===== config.mk =====
export PLATFORM = sky130hd
export DESIGN_NAME = tristate_bus_ctrl_flat
export DESIGN_NICKNAME = d
export VERILOG_FILES = /design/src/rtl/tristate_bus_ctrl_if.sv /design/src/rtl/tristate_bus_ctrl.sv /design/src/flat_wrapper.sv
export SDC_FILE = /design/constraint.sdc
export NUM_CORES = 1
export LEC_CHECK = 0
export ABC_AREA = 1
export CAP_MARGIN = 10
export CORE_ASPECT_RATIO = 2
export CORE_MARGIN = 2
export CORE_UTILIZATION = 30
export CTS_BUF_LIST = sky130_fd_sc_hd__clkbuf_4
export DETAILED_ROUTE_END_ITERATION = 8
export HOLD_SLACK_MARGIN = 0.03
export MAX_ROUTING_LAYER = met4
export PLACE_DENSITY = 0.66
export SLEW_MARGIN = 20
export SYNTH_ARGS = -nofsm -noshare
export SYNTH_HDL_FRONTEND = slang
export SYNTH_SLANG_ARGS = --single-unit
export TNS_END_PERCENT = 10

===== constraint.sdc =====
create_clock -name i_clk -period 1.3 [get_ports i_clk]
set_input_delay 0.26 -clock i_clk [delete_from_list [all_inputs] [get_ports i_clk]]
set_output_delay 0.26 -clock i_clk [all_outputs]
set_load 0.03 [all_outputs]

===== src/rtl/tristate_bus_ctrl_if.sv =====
// Requester-side handshake and pad-side control bundle for tristate_bus_ctrl.
// WIDTH and NREQ must match the parameters of the attached controller.
interface tristate_bus_ctrl_if #(
    parameter int WIDTH = 8,
    parameter int NREQ  = 2
);
    logic [NREQ-1:0]       i_req;
    logic [NREQ-1:0]       i_we;
    logic [NREQ*WIDTH-1:0] i_wdata;
    logic [NREQ-1:0]       o_ack;
    logic [WIDTH-1:0]      o_rdata;
    logic                  o_busy;
    logic [WIDTH-1:0]      o_bus_dir;
    logic [WIDTH-1:0]      o_bus_out;
    logic [WIDTH-1:0]      i_bus_in;
    logic                  o_bus_strobe;
    logic                  o_bus_rw;

    // Controller side.
    modport slave (
        input  i_req, i_we, i_wdata, i_bus_in,
        output o_ack, o_rdata, o_busy, o_bus_dir, o_bus_out, o_bus_strobe, o_bus_rw
    );

    // Requesters plus the pad buffer model.
    modport master (
        output i_req, i_we, i_wdata, i_bus_in,
        input  o_ack, o_rdata, o_busy, o_bus_dir, o_bus_out, o_bus_strobe, o_bus_rw
    );
endinterface


===== src/rtl/tristate_bus_ctrl.sv =====
// Arbitrates NREQ requesters onto one tristate bus: SETUP/STROBE/HOLD cycles, TURN after reads.
// Define TRISTATE_BUS_CTRL_FIXED_PRIO_EN for fixed priority (lowest index wins) instead of round robin.
module tristate_bus_ctrl #(
    parameter int WIDTH         = 8,
    parameter int NREQ          = 2,
    parameter int STROBE_CYCLES = 2,
    parameter int TURNAROUND    = 1
) (
    input  logic               i_clk,
    input  logic               i_reset,
    tristate_bus_ctrl_if.slave bus
);
    localparam int IDX_W   = (NREQ > 1) ? $clog2(NREQ) : 1;
    localparam int CNT_MAX = (STROBE_CYCLES > TURNAROUND) ? STROBE_CYCLES : TURNAROUND;
    localparam int CNT_W   = (CNT_MAX > 1) ? $clog2(CNT_MAX) : 1;

    typedef enum logic [2:0] {
        ST_IDLE,
        ST_SETUP,
        ST_STROBE,
        ST_HOLD,
        ST_TURN
    } state_t;

    state_t           state;
    logic [IDX_W-1:0] owner;
    logic             owner_we;
    logic [CNT_W-1:0] cnt;

    logic             grant_valid;
    logic [IDX_W-1:0] grant_idx;
    logic             grant_we;
    logic [WIDTH-1:0] grant_wdata;

`ifdef TRISTATE_BUS_CTRL_FIXED_PRIO_EN
    // Descending scan: the last hit, i.e. the lowest requesting index, wins.
    always_comb begin
        // NOTE: every always_comb output gets a default first so no path infers a latch.
        grant_valid = 1'b0;
        grant_idx   = '0;
        for (int i = NREQ - 1; i >= 0; i--) begin
            if (|(bus.i_req & (NREQ'(1) << i))) begin
                grant_valid = 1'b1;
                grant_idx   = IDX_W'(i);
            end
        end
    end
`else
    logic [IDX_W-1:0] rr_ptr;

    // Scan offsets from the pointer downwards so the nearest requester at or after it wins.
    always_comb begin
        // NOTE: every always_comb output gets a default first so no path infers a latch.
        grant_valid = 1'b0;
        grant_idx   = '0;
        for (int i = NREQ - 1; i >= 0; i--) begin
            if (|(bus.i_req & (NREQ'(1) << ((int'(rr_ptr) + i) % NREQ)))) begin
                grant_valid = 1'b1;
                grant_idx   = IDX_W'((int'(rr_ptr) + i) % NREQ);
            end
        end
    end
`endif

    assign grant_we    = |(bus.i_we & (NREQ'(1) << grant_idx));
    assign grant_wdata = WIDTH'(bus.i_wdata >> (int'(grant_idx) * WIDTH));

    // NOTE: sequential state uses non-blocking assignments only, so every register
    // samples pre-edge values regardless of statement order.
    always_ff @(posedge i_clk or posedge i_reset) begin
        if (i_reset) begin
            state            <= ST_IDLE;
            owner            <= '0;
            owner_we         <= 1'b0;
            cnt              <= '0;
            bus.o_ack        <= '0;
            bus.o_rdata      <= '0;
            bus.o_busy       <= 1'b0;
            bus.o_bus_dir    <= '0;
            bus.o_bus_out    <= '0;
            bus.o_bus_strobe <= 1'b0;
            bus.o_bus_rw     <= 1'b0;
`ifndef TRISTATE_BUS_CTRL_FIXED_PRIO_EN
            rr_ptr           <= '0;
`endif
        end else begin
            bus.o_ack <= '0;
            case (state)
                ST_IDLE: begin
                    if (grant_valid) begin
                        state         <= ST_SETUP;
                        owner         <= grant_idx;
                        owner_we      <= grant_we;
                        bus.o_busy    <= 1'b1;
                        bus.o_bus_rw  <= grant_we;
                        bus.o_bus_dir <= {WIDTH{grant_we}};
                        bus.o_bus_out <= grant_we ? grant_wdata : '0;
`ifndef TRISTATE_BUS_CTRL_FIXED_PRIO_EN
                        rr_ptr        <= IDX_W'((int'(grant_idx) + 1) % NREQ);
`endif
                    end
                end

                ST_SETUP: begin
                    state            <= ST_STROBE;
                    cnt              <= '0;
                    bus.o_bus_strobe <= 1'b1;
                end

                ST_STROBE: begin
                    if (cnt == CNT_W'(STROBE_CYCLES - 1)) begin
                        state            <= ST_HOLD;
                        bus.o_bus_strobe <= 1'b0;
                        bus.o_ack        <= NREQ'(1) << owner;
                        if (!owner_we) begin
                            bus.o_rdata <= bus.i_bus_in;
                        end
                    end else begin
                        cnt <= cnt + 1'b1;
                    end
                end

                ST_HOLD: begin
                    cnt           <= '0;
                    bus.o_bus_dir <= '0;
                    bus.o_bus_out <= '0;
                    if (owner_we || TURNAROUND == 0) begin
                        state        <= ST_IDLE;
                        bus.o_busy   <= 1'b0;
                        bus.o_bus_rw <= 1'b0;
                    end else begin
                        state <= ST_TURN;
                    end
                end

                ST_TURN: begin
                    // Bus stays released until the external device has let go of it.
                    if (cnt == CNT_W'(TURNAROUND - 1)) begin
                        state        <= ST_IDLE;
                        bus.o_busy   <= 1'b0;
                        bus.o_bus_rw <= 1'b0;
                    end else begin
                        cnt <= cnt + 1'b1;
                    end
                end

                default: begin
                    state            <= ST_IDLE;
                    bus.o_busy       <= 1'b0;
                    bus.o_bus_dir    <= '0;
                    bus.o_bus_strobe <= 1'b0;
                end
            endcase
        end
    end

    // Structural invariants of the registered outputs.
    a_ack_onehot : assert property (@(posedge i_clk) disable iff (i_reset)
        $onehot0(bus.o_ack));
    a_dir_uniform : assert property (@(posedge i_clk) disable iff (i_reset)
        (bus.o_bus_dir == '0) || (bus.o_bus_dir == '1));
    a_turn_released : assert property (@(posedge i_clk) disable iff (i_reset)
        (state == ST_TURN) |-> (bus.o_bus_dir == '0 && !bus.o_bus_strobe));
    a_busy_state : assert property (@(posedge i_clk) disable iff (i_reset)
        bus.o_busy == (state != ST_IDLE));
    a_strobe_state : assert property (@(posedge i_clk) disable iff (i_reset)
        bus.o_bus_strobe == (state == ST_STROBE));
endmodule

===== src/flat_wrapper.sv =====
// flat-port wrapper written by rule: the top's interface ports become plain ports
module tristate_bus_ctrl_flat 
#(
    parameter int WIDTH         = 8,
    parameter int NREQ          = 2,
    parameter int STROBE_CYCLES = 2,
    parameter int TURNAROUND    = 1
)
  (i_clk, i_reset, bus_i_req, bus_i_we, bus_i_wdata, bus_i_bus_in, bus_o_ack, bus_o_rdata, bus_o_busy, bus_o_bus_dir, bus_o_bus_out, bus_o_bus_strobe, bus_o_bus_rw);
  tristate_bus_ctrl_if #(.WIDTH(WIDTH), .NREQ(NREQ)) bus_i ();
  input  logic i_clk;
  input  logic i_reset;
  input wire logic [$bits(bus_i.i_req)-1:0] bus_i_req;
  input wire logic [$bits(bus_i.i_we)-1:0] bus_i_we;
  input wire logic [$bits(bus_i.i_wdata)-1:0] bus_i_wdata;
  input wire logic [$bits(bus_i.i_bus_in)-1:0] bus_i_bus_in;
  output wire logic [$bits(bus_i.o_ack)-1:0] bus_o_ack;
  output wire logic [$bits(bus_i.o_rdata)-1:0] bus_o_rdata;
  output wire logic [$bits(bus_i.o_busy)-1:0] bus_o_busy;
  output wire logic [$bits(bus_i.o_bus_dir)-1:0] bus_o_bus_dir;
  output wire logic [$bits(bus_i.o_bus_out)-1:0] bus_o_bus_out;
  output wire logic [$bits(bus_i.o_bus_strobe)-1:0] bus_o_bus_strobe;
  output wire logic [$bits(bus_i.o_bus_rw)-1:0] bus_o_bus_rw;
  assign bus_i.i_req = bus_i_req;
  assign bus_i.i_we = bus_i_we;
  assign bus_i.i_wdata = bus_i_wdata;
  assign bus_i.i_bus_in = bus_i_bus_in;
  assign bus_o_ack = bus_i.o_ack;
  assign bus_o_rdata = bus_i.o_rdata;
  assign bus_o_busy = bus_i.o_busy;
  assign bus_o_bus_dir = bus_i.o_bus_dir;
  assign bus_o_bus_out = bus_i.o_bus_out;
  assign bus_o_bus_strobe = bus_i.o_bus_strobe;
  assign bus_o_bus_rw = bus_i.o_bus_rw;
  tristate_bus_ctrl #(.WIDTH(WIDTH), .NREQ(NREQ), .STROBE_CYCLES(STROBE_CYCLES), .TURNAROUND(TURNAROUND)) u_core (.i_clk(i_clk), .i_reset(i_reset), .bus(bus_i));
endmodule

==> impl_results.html, run 1 <==
<table>
<tr><th>Metric</th><th>Value</th></tr>
<tr><th colspan="2">Place</th></tr>
<tr><td>Count of input and output buffers</td><td>a little under 60</td></tr>
<tr><td>Total half-perimeter wirelength after legalization and detailed placement</td><td>roughly 2700 um</td></tr>
<tr><td>Placement Cell Area</td><td>~0.002 mm^2</td></tr>
<tr><td>Worst Setup Slack post-DPL</td><td>-0.224 ns</td></tr>
<tr><td>GPL Wtd Cong</td><td>approximately 0.84</td></tr>
<tr><th colspan="2">Drt</th></tr>
<tr><td>Detailed-route vias per instance</td><td>4.49</td></tr>
<tr><td>Detailed route wirelength on metal2</td><td>1950 um</td></tr>
<tr><td>Wire length per cell</td><td>about 11 um</td></tr>
<tr><td>Post-detailed-route count of antenna-violating nets</td><td>0</td></tr>
<tr><td>Detail Route met3 WL</td><td>between 100 and 150 um</td></tr>
<tr><td>Post-Route WL</td><td>3330 um</td></tr>
<tr><td>Uppermost metal layer occupied by signal nets</td><td>met4</td></tr>
<tr><td>Number of DRC markers in iteration 0</td><td>12</td></tr>
<tr><td>Met1 wire length</td><td>about 1100 um</td></tr>
<tr><td>Total vias in the final route</td><td>between 1000 and 1500</td></tr>
<tr><td>First-pass DRT Iterations</td><td>6</td></tr>
<tr><td>Count of unresolved DRC violations after routing</td><td>0</td></tr>
<tr><th colspan="2">Critical path</th></tr>
<tr><td>Critical path buffers and inverters</td><td>1</td></tr>
<tr><td>Maximum cell stage delay along the critical path</td><td>between 0.3 and 0.4 ns</td></tr>
<tr><td>Nature of the critical path startpoint</td><td>flop</td></tr>
<tr><td>CP Cell Sequence</td><td>clkdlybuf4s15_2</td></tr>
<tr><td>Endpoint kind of the worst setup timing path</td><td>output port</td></tr>
<tr><td>Critical Path AT</td><td>roughly 1.0 ns</td></tr>
<tr><td>Critical path start-end classification</td><td>flop to output port</td></tr>
<tr><td>Critical path's slowest cell</td><td>dfrtp_1</td></tr>
<tr><td>Highest net fanout along the worst path</td><td>2</td></tr>
<tr><td>Data required, critical path</td><td>~1.0 ns</td></tr>
<tr><td>Family with the most delay on the worst path</td><td>flip-flops</td></tr>
<tr><th colspan="2">STA</th></tr>
<tr><td>Fin. Hold Viols</td><td>0</td></tr>
<tr><td>Highest achievable clock rate</td><td>about 0.79 GHz</td></tr>
<tr><td>Post-route clock period utilization</td><td>0.978</td></tr>
<tr><td>Unrepaired setup endpoints after global routing</td><td>yes</td></tr>
<tr><td>PnR worst setup slack</td><td>between 0.02 and 0.03 ns</td></tr>
<tr><td>Worst setup skew after layout</td><td>0.00607 ns</td></tr>
<tr><td>Setup violators final</td><td>0</td></tr>
<tr><td>Aggregate negative setup slack</td><td>0 ns</td></tr>
<tr><td>Hold WS</td><td>0.239 ns</td></tr>
<tr><td>Number of pins with negative max-slew slack in the final report</td><td>0</td></tr>
<tr><td>Relative max-transition margin</td><td>0.776</td></tr>
<tr><td>Transition time at the pin with the least slew margin</td><td>around 0.34 ns</td></tr>
<tr><td>Clock period minus worst slack</td><td>~1.3 ns</td></tr>
<tr><th colspan="2">Layout</th></tr>
<tr><td>Utilization of the core after routing</td><td>0.476</td></tr>
<tr><td>Fillers</td><td>~460</td></tr>
<tr><td>Total area of multi-input combinational cells</td><td>approximately 600 um^2</td></tr>
<tr><td>Area growth from synthesis to final layout</td><td>53.3%</td></tr>
<tr><td>FF/Latch Area</td><td>approximately 730 um^2</td></tr>
<tr><td>Net total in the final layout</td><td>271</td></tr>
<tr><td>Share of post-route cells with drive strength above 1</td><td>0.274</td></tr>
<tr><td>Finished layout cell area</td><td>around 0.0022 mm^2</td></tr>
<tr><th colspan="2">Hold path</th></tr>
<tr><td>Type of the most critical hold path</td><td>input pin to async pin</td></tr>
<tr><th colspan="2">Synthesis</th></tr>
<tr><td>Number of library cell types mapped by synthesis</td><td>21</td></tr>
<tr><td>Avg Synthesized Cell Area</td><td>8.03 um^2</td></tr>
<tr><td>Cell types with the largest area share after synthesis</td><td>dfrtp_1, nand2_1, o21ai_0</td></tr>
<tr><td>Cells after Synth</td><td>roughly 180</td></tr>
<tr><td>Cell type contributing the most total cell area after synthesis</td><td>dfrtp_1</td></tr>
<tr><td>Fraction of post-synthesis cell area in the top cell type by area</td><td>0.508</td></tr>
<tr><td>Cell Area, Synth</td><td>0.00143 mm^2</td></tr>
<tr><td>Sequential share of the synthesized area</td><td>0.508</td></tr>
<tr><td>Fraction of synthesized cell area in xor and xnor cells</td><td>0</td></tr>
<tr><td>Multiplexer share of the synthesized area</td><td>0</td></tr>
<tr><td>Total number of yosys warnings</td><td>0</td></tr>
<tr><td>Total nets after synthesis</td><td>208</td></tr>
<tr><td>Adder and majority cell fraction of the synthesized area</td><td>0</td></tr>
<tr><td>Dominant combinational cell family by area after synthesis</td><td>simple AND/OR/NAND/NOR gates</td></tr>
<tr><td>Compound-gate portion of the synthesized area</td><td>0.0753</td></tr>
<tr><td>Register bit total from synthesis</td><td>29</td></tr>
<tr><td>Simple-gate share of the synthesized area</td><td>0.302</td></tr>
<tr><th colspan="2">Global routing</th></tr>
<tr><td>Pin count of the biggest net entering global routing</td><td>21</td></tr>
<tr><td>Wire length of the first global-routing pass</td><td>5350 um</td></tr>
<tr><td>Vias in the first global route</td><td>around 1300</td></tr>
<tr><td>Antenna violations before repair</td><td>1</td></tr>
<tr><td>Total global routing overflow</td><td>0</td></tr>
<tr><td>Global Route Usage Sum</td><td>0.142</td></tr>
<tr><th colspan="2">Floorplan</th></tr>
<tr><td>Horizontal die dimension</td><td>approximately 53 um</td></tr>
<tr><td>Total Die Area</td><td>roughly 0.0054 mm^2</td></tr>
<tr><td>Starting density of the core</td><td>0.311</td></tr>
<tr><td>Count of standard-cell rows</td><td>35</td></tr>
<tr><td>Die Span Y</td><td>a little over 100 um</td></tr>
<tr><td>Number of placed I/O pins</td><td>59</td></tr>
<tr><td>Core area</td><td>between 0.004 and 0.005 mm^2</td></tr>
<tr><th colspan="2">Clock tree</th></tr>
<tr><td>Library cell used as clock root buffer</td><td>clkbuf_4</td></tr>
<tr><td>Post-CTS Hold Fix Bufs</td><td>0</td></tr>
<tr><td>Number of buffers on the longest clock path</td><td>2</td></tr>
<tr><td>Clock tree from TritonCTS</td><td>done</td></tr>
<tr><td>Inserted Clock Buffers</td><td>5</td></tr>
<tr><td>Clock sink total</td><td>29</td></tr>
<tr><td>CTS clock-pin slew for the worst setup and hold paths</td><td>about 0.080 ns</td></tr>
<tr><td>Clock H-tree levels</td><td>2</td></tr>
<tr><td>Insertion delay to the later sink of the worst-skew pair</td><td>between 0.3 and 0.4 ns</td></tr>
<tr><th colspan="2">Run status</th></tr>
<tr><td>Run status</td><td>finished clean</td></tr>
<tr><th colspan="2">Power</th></tr>
<tr><td>Power density relative to cell area</td><td>~2400 mW/mm^2</td></tr>
<tr><td>Maximum ir drop on the vdd rail</td><td>between 0.0009 and 0.001 V</td></tr>
<tr><td>Leakage power summed over all cells</td><td>between 0.001 and 0.0015 uW</td></tr>
<tr><th colspan="2">Flow run</th></tr>
<tr><td>Max-capacitance violation count</td><td>0</td></tr>
</table>
-- timing repair --
item / CTS / global route
setup buffers: 0 / 1
gates resized for setup: 38 / 27
pin swaps: 0 / 2
setup endpoints to repair: 26 / 19
hold endpoints to repair: 0 / 0
gates cloned: 0 / 1
-- synthesized netlist by cell type, drive strengths merged --
library cell  number
buf               10
dfrtp             29
inv               22
nand2             70
nand3             14
nand3b             1
nand4              1
nor2               8
nor3               1
nor3b              1
o21a               1
o21ai             20
-- metal layers --
layer  GRT usage  vias up
met5           -        -
met4       0.107        0
met3      0.0236       14
met2       0.250       43
met1       0.128      593
li1            -      683
-- kinds of logic (layout without fill, tap and decap cells) --
group,after synthesis,after routing
AOI/OAI and AO/OA,21,21
buffers and inverters,32,94
DFF,29,29
and+or+nand+nor,96,97
other,0,1
-- final timing paths --
| path | startpoint | slack (ns) | cells past startpoint | endpoint |
|---|---|---|---|---|
| hold / removal | i_reset | 0.24 | 3 | u_core.bus.o_rdata[2]$_DFFE_PP0P_ |
| max in group asynchronous | i_reset | 0.77 | 3 | u_core.state[1]$_DFFE_PP0P_ |
| min in group i_clk | bus_i_bus_in[5] | 0.47 | 3 | u_core.bus.o_rdata[5]$_DFFE_PP0P_ |
| setup / recovery | u_core.bus.o_rdata[7]$_DFFE_PP0P_ | 0.03 | 1 | bus_o_rdata[7] |
| setup reg to reg | u_core.state[2]$_DFFE_PP0P_ | 0.04 | 6 | u_core.bus.o_bus_out[5]$_DFFE_PP0P_ |
| hold reg to reg | u_core.owner$_DFFE_PP0P_ | 0.49 | 1 | u_core.bus.o_ack[0]$_DFF_PP0_ |
-- through the flow --
step                      instances  total power (uW)
after floorplan                 178              3530
after global placement          287              4580
after detailed placement        287              4620
after CTS                       294              5080
after global routing            297              5680
final                           297              5290
-- sequential cells by signal (all words and copies together) (netlist names) --
| signal | flops |
|---|---|
| u_core.bus.o_bus_out | 8 |
| u_core.bus.o_rdata | 8 |
| u_core.state | 3 |
| u_core.bus.o_ack | 2 |
| u_core.bus.o_bus_dir | 1 |
| u_core.bus.o_bus_rw | 1 |
| u_core.bus.o_bus_strobe | 1 |
| u_core.bus.o_busy | 1 |
| u_core.cnt | 1 |
| u_core.owner | 1 |
| u_core.owner_we | 1 |
| u_core.rr_ptr | 1 |
-- power breakdown --
part	leakage, uW	internal [uW]	switching, uW
logic	0.000741	1220	1870
clock network	0.0000292	216	288
registers	0.000365	1320	372
total	0.00114	2760	2530
-- layout by cell type (no fill, tap or decap), types with 5 or more instances in the layout --
cell type / n
nand2_1: 65
clkdlybuf4s50_1: 29
dfrtp_1: 26
buf_4: 18
inv_1: 16
nand3_1: 13
clkdlybuf4s15_2: 11
o21ai_1: 8
o21ai_0: 8
clkbuf_4: 6
nor2_1: 5
-- cell type report --
cell class | instances | area share
Multi-Input combinational cell | 118 | 0.273
Antenna cell | 1 | 0.00114
Sequential cell | 29 | 0.333
Inverter | 22 | 0.0423
Timing Repair Buffer | 65 | 0.297
Clock inverter | 1 | 0.00171
Clock buffer | 6 | 0.0206
Tap cell | 55 | 0.0314
(Power assumes the default switching activity.)
==> run 2, diff against run 1 <==
--- a/config.mk
+++ b/config.mk
@@ -14,7 +14,7 @@
 export DETAILED_ROUTE_END_ITERATION = 8
 export HOLD_SLACK_MARGIN = 0.03
 export MAX_ROUTING_LAYER = met4
-export PLACE_DENSITY = 0.66
+export PLACE_DENSITY = 0.68
 export SLEW_MARGIN = 20
 export SYNTH_ARGS = -nofsm -noshare
 export SYNTH_HDL_FRONTEND = slang
==> constraint.sdc (replaced) <==
create_clock -name i_clk -period 1.12 [get_ports i_clk]
set_input_delay 0.224 -clock i_clk [delete_from_list [all_inputs] [get_ports i_clk]]
set_output_delay 0.224 -clock i_clk [all_outputs]
set_load 0.03 [all_outputs]
==> run 2 against run 1 <==
  * First-iteration DRC count increased to 2.9 times the previous value
  * Count of clock-buffer cells in the layout unchanged
  * The run now ends with negative setup slack left
  * Cell count grew 4.7%
  * Clock power rose by 66%
  * Hold slack got worse by 0.0026 ns
  * Critical path type is now flop to flop
  * Via count rose by 6.1%
==> impl_results.html, run 2 (same netlist as run 1, synthesis figures left out) <==
<table>
<tr><th>Metric</th><th>Value</th></tr>
<tr><th colspan="2">Critical path</th></tr>
<tr><td>Critical Path AT</td><td>1.45 ns (was 1.01 ns)</td></tr>
<tr><td>Critical path buffers and inverters</td><td>2 (was 1)</td></tr>
<tr><td>Maximum cell stage delay along the critical path</td><td>0.45 ns (was 0.39 ns)</td></tr>
<tr><td>Destination of the worst register-to-register timing path</td><td>u_core.owner$_DFFE_PP0P_ (was u_core.bus.o_bus_out[5]$_DFFE_PP0P_)</td></tr>
<tr><td>Data required, critical path</td><td>1.33 ns (was 1.04 ns)</td></tr>
<tr><td>Most frequent cell on the critical path</td><td>nand2_4</td></tr>
<tr><td>Endpoint kind of the worst setup timing path</td><td>flop (was output port)</td></tr>
<tr><td>Critical path start-end classification</td><td>flop to flop (was flop to output port)</td></tr>
<tr><td>Worst reg2reg path startpoint</td><td>u_core.state[2]$_DFFE_PP0P_ (unchanged)</td></tr>
<tr><td>Nature of the critical path startpoint</td><td>flop (unchanged)</td></tr>
<tr><td>CP Cell Sequence</td><td>nor2_4 -&gt; nand2_4 -&gt; inv_6 -&gt; nand2_8 -&gt; clkinv_8 -&gt; nand2_4 -&gt; o21a_1 (was clkdlybuf4s15_2)</td></tr>
<tr><td>Critical path's slowest cell</td><td>dfrtp_2 (was dfrtp_1)</td></tr>
<tr><td>Family with the most delay on the worst path</td><td>flip-flops (unchanged)</td></tr>
<tr><td>Number of cells on the worst reg-to-reg path</td><td>7 (was 6)</td></tr>
<tr><td>R2R Setup Slk</td><td>-0.12 ns (was 0.04 ns)</td></tr>
<tr><td>Highest net fanout along the worst path</td><td>7 (was 2)</td></tr>
<tr><th colspan="2">Floorplan</th></tr>
<tr><td>Core area</td><td>0.00460 mm^2 (unchanged)</td></tr>
<tr><td>Number of placed I/O pins</td><td>59 (unchanged)</td></tr>
<tr><td>Total Die Area</td><td>0.00536 mm^2 (unchanged)</td></tr>
<tr><td>Count of standard-cell rows</td><td>35 (unchanged)</td></tr>
<tr><td>Starting density of the core</td><td>0.311 (unchanged)</td></tr>
<tr><td>Horizontal die dimension</td><td>52.8 um (unchanged)</td></tr>
<tr><td>Die Span Y</td><td>102 um (unchanged)</td></tr>
<tr><th colspan="2">Power</th></tr>
<tr><td>Design Power</td><td>7250 uW (was 5290 uW)</td></tr>
<tr><td>Maximum ir drop on the vdd rail</td><td>0.00135 V (was 0.000946 V)</td></tr>
<tr><td>Power density relative to cell area</td><td>2990 mW/mm^2 (was 2410 mW/mm^2)</td></tr>
<tr><td>Pint</td><td>3950 uW (was 2760 uW)</td></tr>
<tr><td>Leakage power summed over all cells</td><td>0.00126 uW (was 0.00114 uW)</td></tr>
<tr><td>Clock power frac</td><td>0.115 (was 0.095)</td></tr>
<tr><td>Psw</td><td>3300 uW (was 2530 uW)</td></tr>
<tr><td>Logic gate share of total power</td><td>0.608 (was 0.584)</td></tr>
<tr><td>Switching share of power</td><td>0.456 (was 0.478)</td></tr>
<tr><td>Relative contribution of sequential cells to total power</td><td>0.277 (was 0.321)</td></tr>
<tr><th colspan="2">Drt</th></tr>
<tr><td>Wire length per cell</td><td>12.2 um (was 11.2 um)</td></tr>
<tr><td>First-pass DRT Iterations</td><td>4 (was 6)</td></tr>
<tr><td>Total vias in the final route</td><td>1414 (was 1333)</td></tr>
<tr><td>Post-Route WL</td><td>3790 um (was 3330 um)</td></tr>
<tr><td>Post-detailed-route count of antenna-violating nets</td><td>0 (unchanged)</td></tr>
<tr><td>Count of unresolved DRC violations after routing</td><td>0 (unchanged)</td></tr>
<tr><td>Number of DRC markers in iteration 0</td><td>35 (was 12)</td></tr>
<tr><td>Detailed-route vias per instance</td><td>4.55 (was 4.49)</td></tr>
<tr><th colspan="2">Global routing</th></tr>
<tr><td>Pin count of the biggest net entering global routing</td><td>30 (was 21)</td></tr>
<tr><td>Total global routing overflow</td><td>0 (unchanged)</td></tr>
<tr><td>Global Route Usage Sum</td><td>0.155 (was 0.142)</td></tr>
<tr><td>Vias in the first global route</td><td>1401 (was 1252)</td></tr>
<tr><td>Antenna violations before repair</td><td>1 (unchanged)</td></tr>
<tr><td>Wire length of the first global-routing pass</td><td>5980 um (was 5350 um)</td></tr>
<tr><th colspan="2">STA</th></tr>
<tr><td>Post-route clock period utilization</td><td>1.10</td></tr>
<tr><td>Setup violators final</td><td>34 (was 0)</td></tr>
<tr><td>PnR worst setup slack</td><td>-0.117 ns (was 0.0282 ns)</td></tr>
<tr><td>Worst setup skew after layout</td><td>0.00151 ns (was 0.00607 ns)</td></tr>
<tr><td>Highest achievable clock rate</td><td>0.808 GHz</td></tr>
<tr><td>Relative max-transition margin</td><td>0.758 (was 0.776)</td></tr>
<tr><td>Clock period minus worst slack</td><td>around 1.2 ns</td></tr>
<tr><td>Number of pins with negative max-slew slack in the final report</td><td>0 (unchanged)</td></tr>
<tr><td>Unrepaired setup endpoints after global routing</td><td>yes (unchanged)</td></tr>
<tr><td>Transition time at the pin with the least slew margin</td><td>0.362 ns (was 0.336 ns)</td></tr>
<tr><td>Fin. Hold Viols</td><td>0 (unchanged)</td></tr>
<tr><th colspan="2">Place</th></tr>
<tr><td>GPL Wtd Cong</td><td>0.808 (was 0.841)</td></tr>
<tr><td>Placement Cell Area</td><td>0.00210 mm^2 (was 0.00206 mm^2)</td></tr>
<tr><td>Total half-perimeter wirelength after legalization and detailed placement</td><td>2760 um (was 2680 um)</td></tr>
<tr><td>Count of input and output buffers</td><td>58 (unchanged)</td></tr>
<tr><td>Placed Instances</td><td>296 (was 287)</td></tr>
<tr><th colspan="2">Clock tree</th></tr>
<tr><td>Library cell used as clock root buffer</td><td>clkbuf_4 (unchanged)</td></tr>
<tr><td>Clock tree from TritonCTS</td><td>done (unchanged)</td></tr>
<tr><td>Number of buffers on the longest clock path</td><td>2 (unchanged)</td></tr>
<tr><td>Insertion delay to the later sink of the worst-skew pair</td><td>0.31 ns (was 0.33 ns)</td></tr>
<tr><td>CTS clock-pin slew for the worst setup and hold paths</td><td>0.09 ns (was 0.08 ns)</td></tr>
<tr><td>Clock sink total</td><td>29 (unchanged)</td></tr>
<tr><td>Inserted Clock Buffers</td><td>5 (unchanged)</td></tr>
<tr><td>Clock H-tree levels</td><td>2 (unchanged)</td></tr>
<tr><th colspan="2">Layout</th></tr>
<tr><td>Net total in the final layout</td><td>284 (was 271)</td></tr>
<tr><td>Area growth from synthesis to final layout</td><td>69.9% (was 53.3%)</td></tr>
<tr><td>Most frequent standard cell in the layout excluding fill and tap cells</td><td>nand2_1 (unchanged)</td></tr>
<tr><td>Utilization of the core after routing</td><td>0.528 (was 0.476)</td></tr>
<tr><td>Finished layout cell area</td><td>0.00243 mm^2 (was 0.00219 mm^2)</td></tr>
<tr><td>Share of post-route cells with drive strength above 1</td><td>0.349 (was 0.274)</td></tr>
<tr><td>Commonest non-fill, non-tap cells in the layout</td><td>nand2_1, clkdlybuf4s50_1, dfrtp_1, buf_4, buf_6 (was nand2_1, clkdlybuf4s50_1, dfrtp_1, buf_4, inv_1)</td></tr>
<tr><td>Top Registers</td><td>u_core.bus.o_bus_out x8, u_core.bus.o_rdata x8, u_core.state x3 (unchanged)</td></tr>
<tr><td>Number of standard cells in the final layout excluding fillers</td><td>311 (was 297)</td></tr>
<tr><th colspan="2">Run status</th></tr>
<tr><td>Run status</td><td>finished with violations (was finished clean)</td></tr>
<tr><td>Failing checks</td><td>negative setup slack</td></tr>
<tr><th colspan="2">Hold path</th></tr>
<tr><td>Type of the most critical hold path</td><td>input pin to async pin (unchanged)</td></tr>
<tr><th colspan="2">Flow run</th></tr>
<tr><td>Max-capacitance violation count</td><td>0 (unchanged)</td></tr>
</table>
-- run 2: cell count changes in the layout (fill, tap and decap cells not counted), moves of 2 or more --
| cell | delta |
|---|---|
| nand2_4 | +2 |
| nand2_1 | -7 |
| clkdlybuf4s15_2 | -11 |
| o21ai_0 | -2 |
| nor2_1 | -2 |
| o21ai_2 | -2 |
| buf_6 | +18 |
| clkbuf_2 | -2 |
| buf_4 | +6 |
| o21ai_1 | +4 |
| nand2_2 | +4 |
-- run 2: cell type report --
class / instances / area, um^2
Fill cell: 430 / 2170
Timing Repair Buffer: 77 / 785
Sequential cell: 29 / 729
Multi-Input combinational cell: 118 / 654
Inverter: 22 / 103
Tap cell: 55 / 68.8
Clock buffer: 6 / 45.0
Clock inverter: 2 / 33.8
Timing Repair inverter: 1 / 6.26
Antenna cell: 1 / 2.50
-- run 2: worst reg2reg max path, delay by kind of cell, from the launching register on --
kind | cells | cell delay (ns)
AND/OR/NAND/NOR | 4 | 0.42
buffers and inverters | 2 | 0.17
flip-flops | 1 | 0.45
AO/OA/AOI/OAI | 1 | 0.09
-- run 2: power groups by stage --
stage / Clock, uW / Combinational [uW] / Sequential [uW]
floorplan: 0 / 1550 / 2550
global placement: 0 / 3550 / 1910
detailed placement: 0 / 3610 / 1930
CTS: 850 / 4140 / 1950
global route: 904 / 4740 / 2080
finish: 837 / 4410 / 2010
-- run 2: worst max-delay path by stage --
stage / from / to / slack [ns] / depth (start not counted)
after CTS: u_core.state[2]$_DFFE_PP0P_ / u_core.owner$_DFFE_PP0P_ / -0.11 / 7
final: u_core.state[2]$_DFFE_PP0P_ / u_core.owner$_DFFE_PP0P_ / -0.12 / 7
after global routing: u_core.state[0]$_DFFE_PP0P_ / u_core.owner$_DFFE_PP0P_ / -0.18 / 7
after global placement: bus_i_req[0] / u_core.bus.o_bus_out[5]$_DFFE_PP0P_ / -0.38 / 7
after detailed placement: bus_i_req[0] / u_core.bus.o_bus_out[2]$_DFFE_PP0P_ / -0.43 / 7
after floorplan: u_core.state[0]$_DFFE_PP0P_ / u_core.bus.o_bus_out[1]$_DFFE_PP0P_ / -0.05 / 8
-- run 2: routing by layer --
| layer | GRT usage | vias to the layer above | wire length, um |
|---|---|---|---|
| met4 | 0.0888 | 0 | 103 |
| met2 | 0.290 | 55 | 2310 |
| met5 | - | - | 0 |
| met3 | 0.0265 | 8 | 158 |
| met1 | 0.136 | 644 | 1220 |
| li1 | - | 707 | - |
-- run 2: repair_timing --
item | 4_1_cts | 5_1_grt
pin swaps | 9 | 4
hold endpoints to repair | 0 | 0
endpoints found under the setup margin | 38 | 54
gates cloned | 2 | 0
gates resized for setup | 36 | 28
hold buffers | 0 | 0
buffers inserted | 3 | 1
-- run 2: per-stage QoR --
step	setup WS, ns	setup TNS (ns)	hold slack, ns
final	-0.117	-2.50	0.236
after global routing	-0.182	-5.12	0.252
after CTS	-0.109	-2.68	0.239
after detailed placement	-0.425	-6.16	0.476
after global placement	-0.376	-5.51	0.464
after floorplan	-0.0465	-0.476	0.302
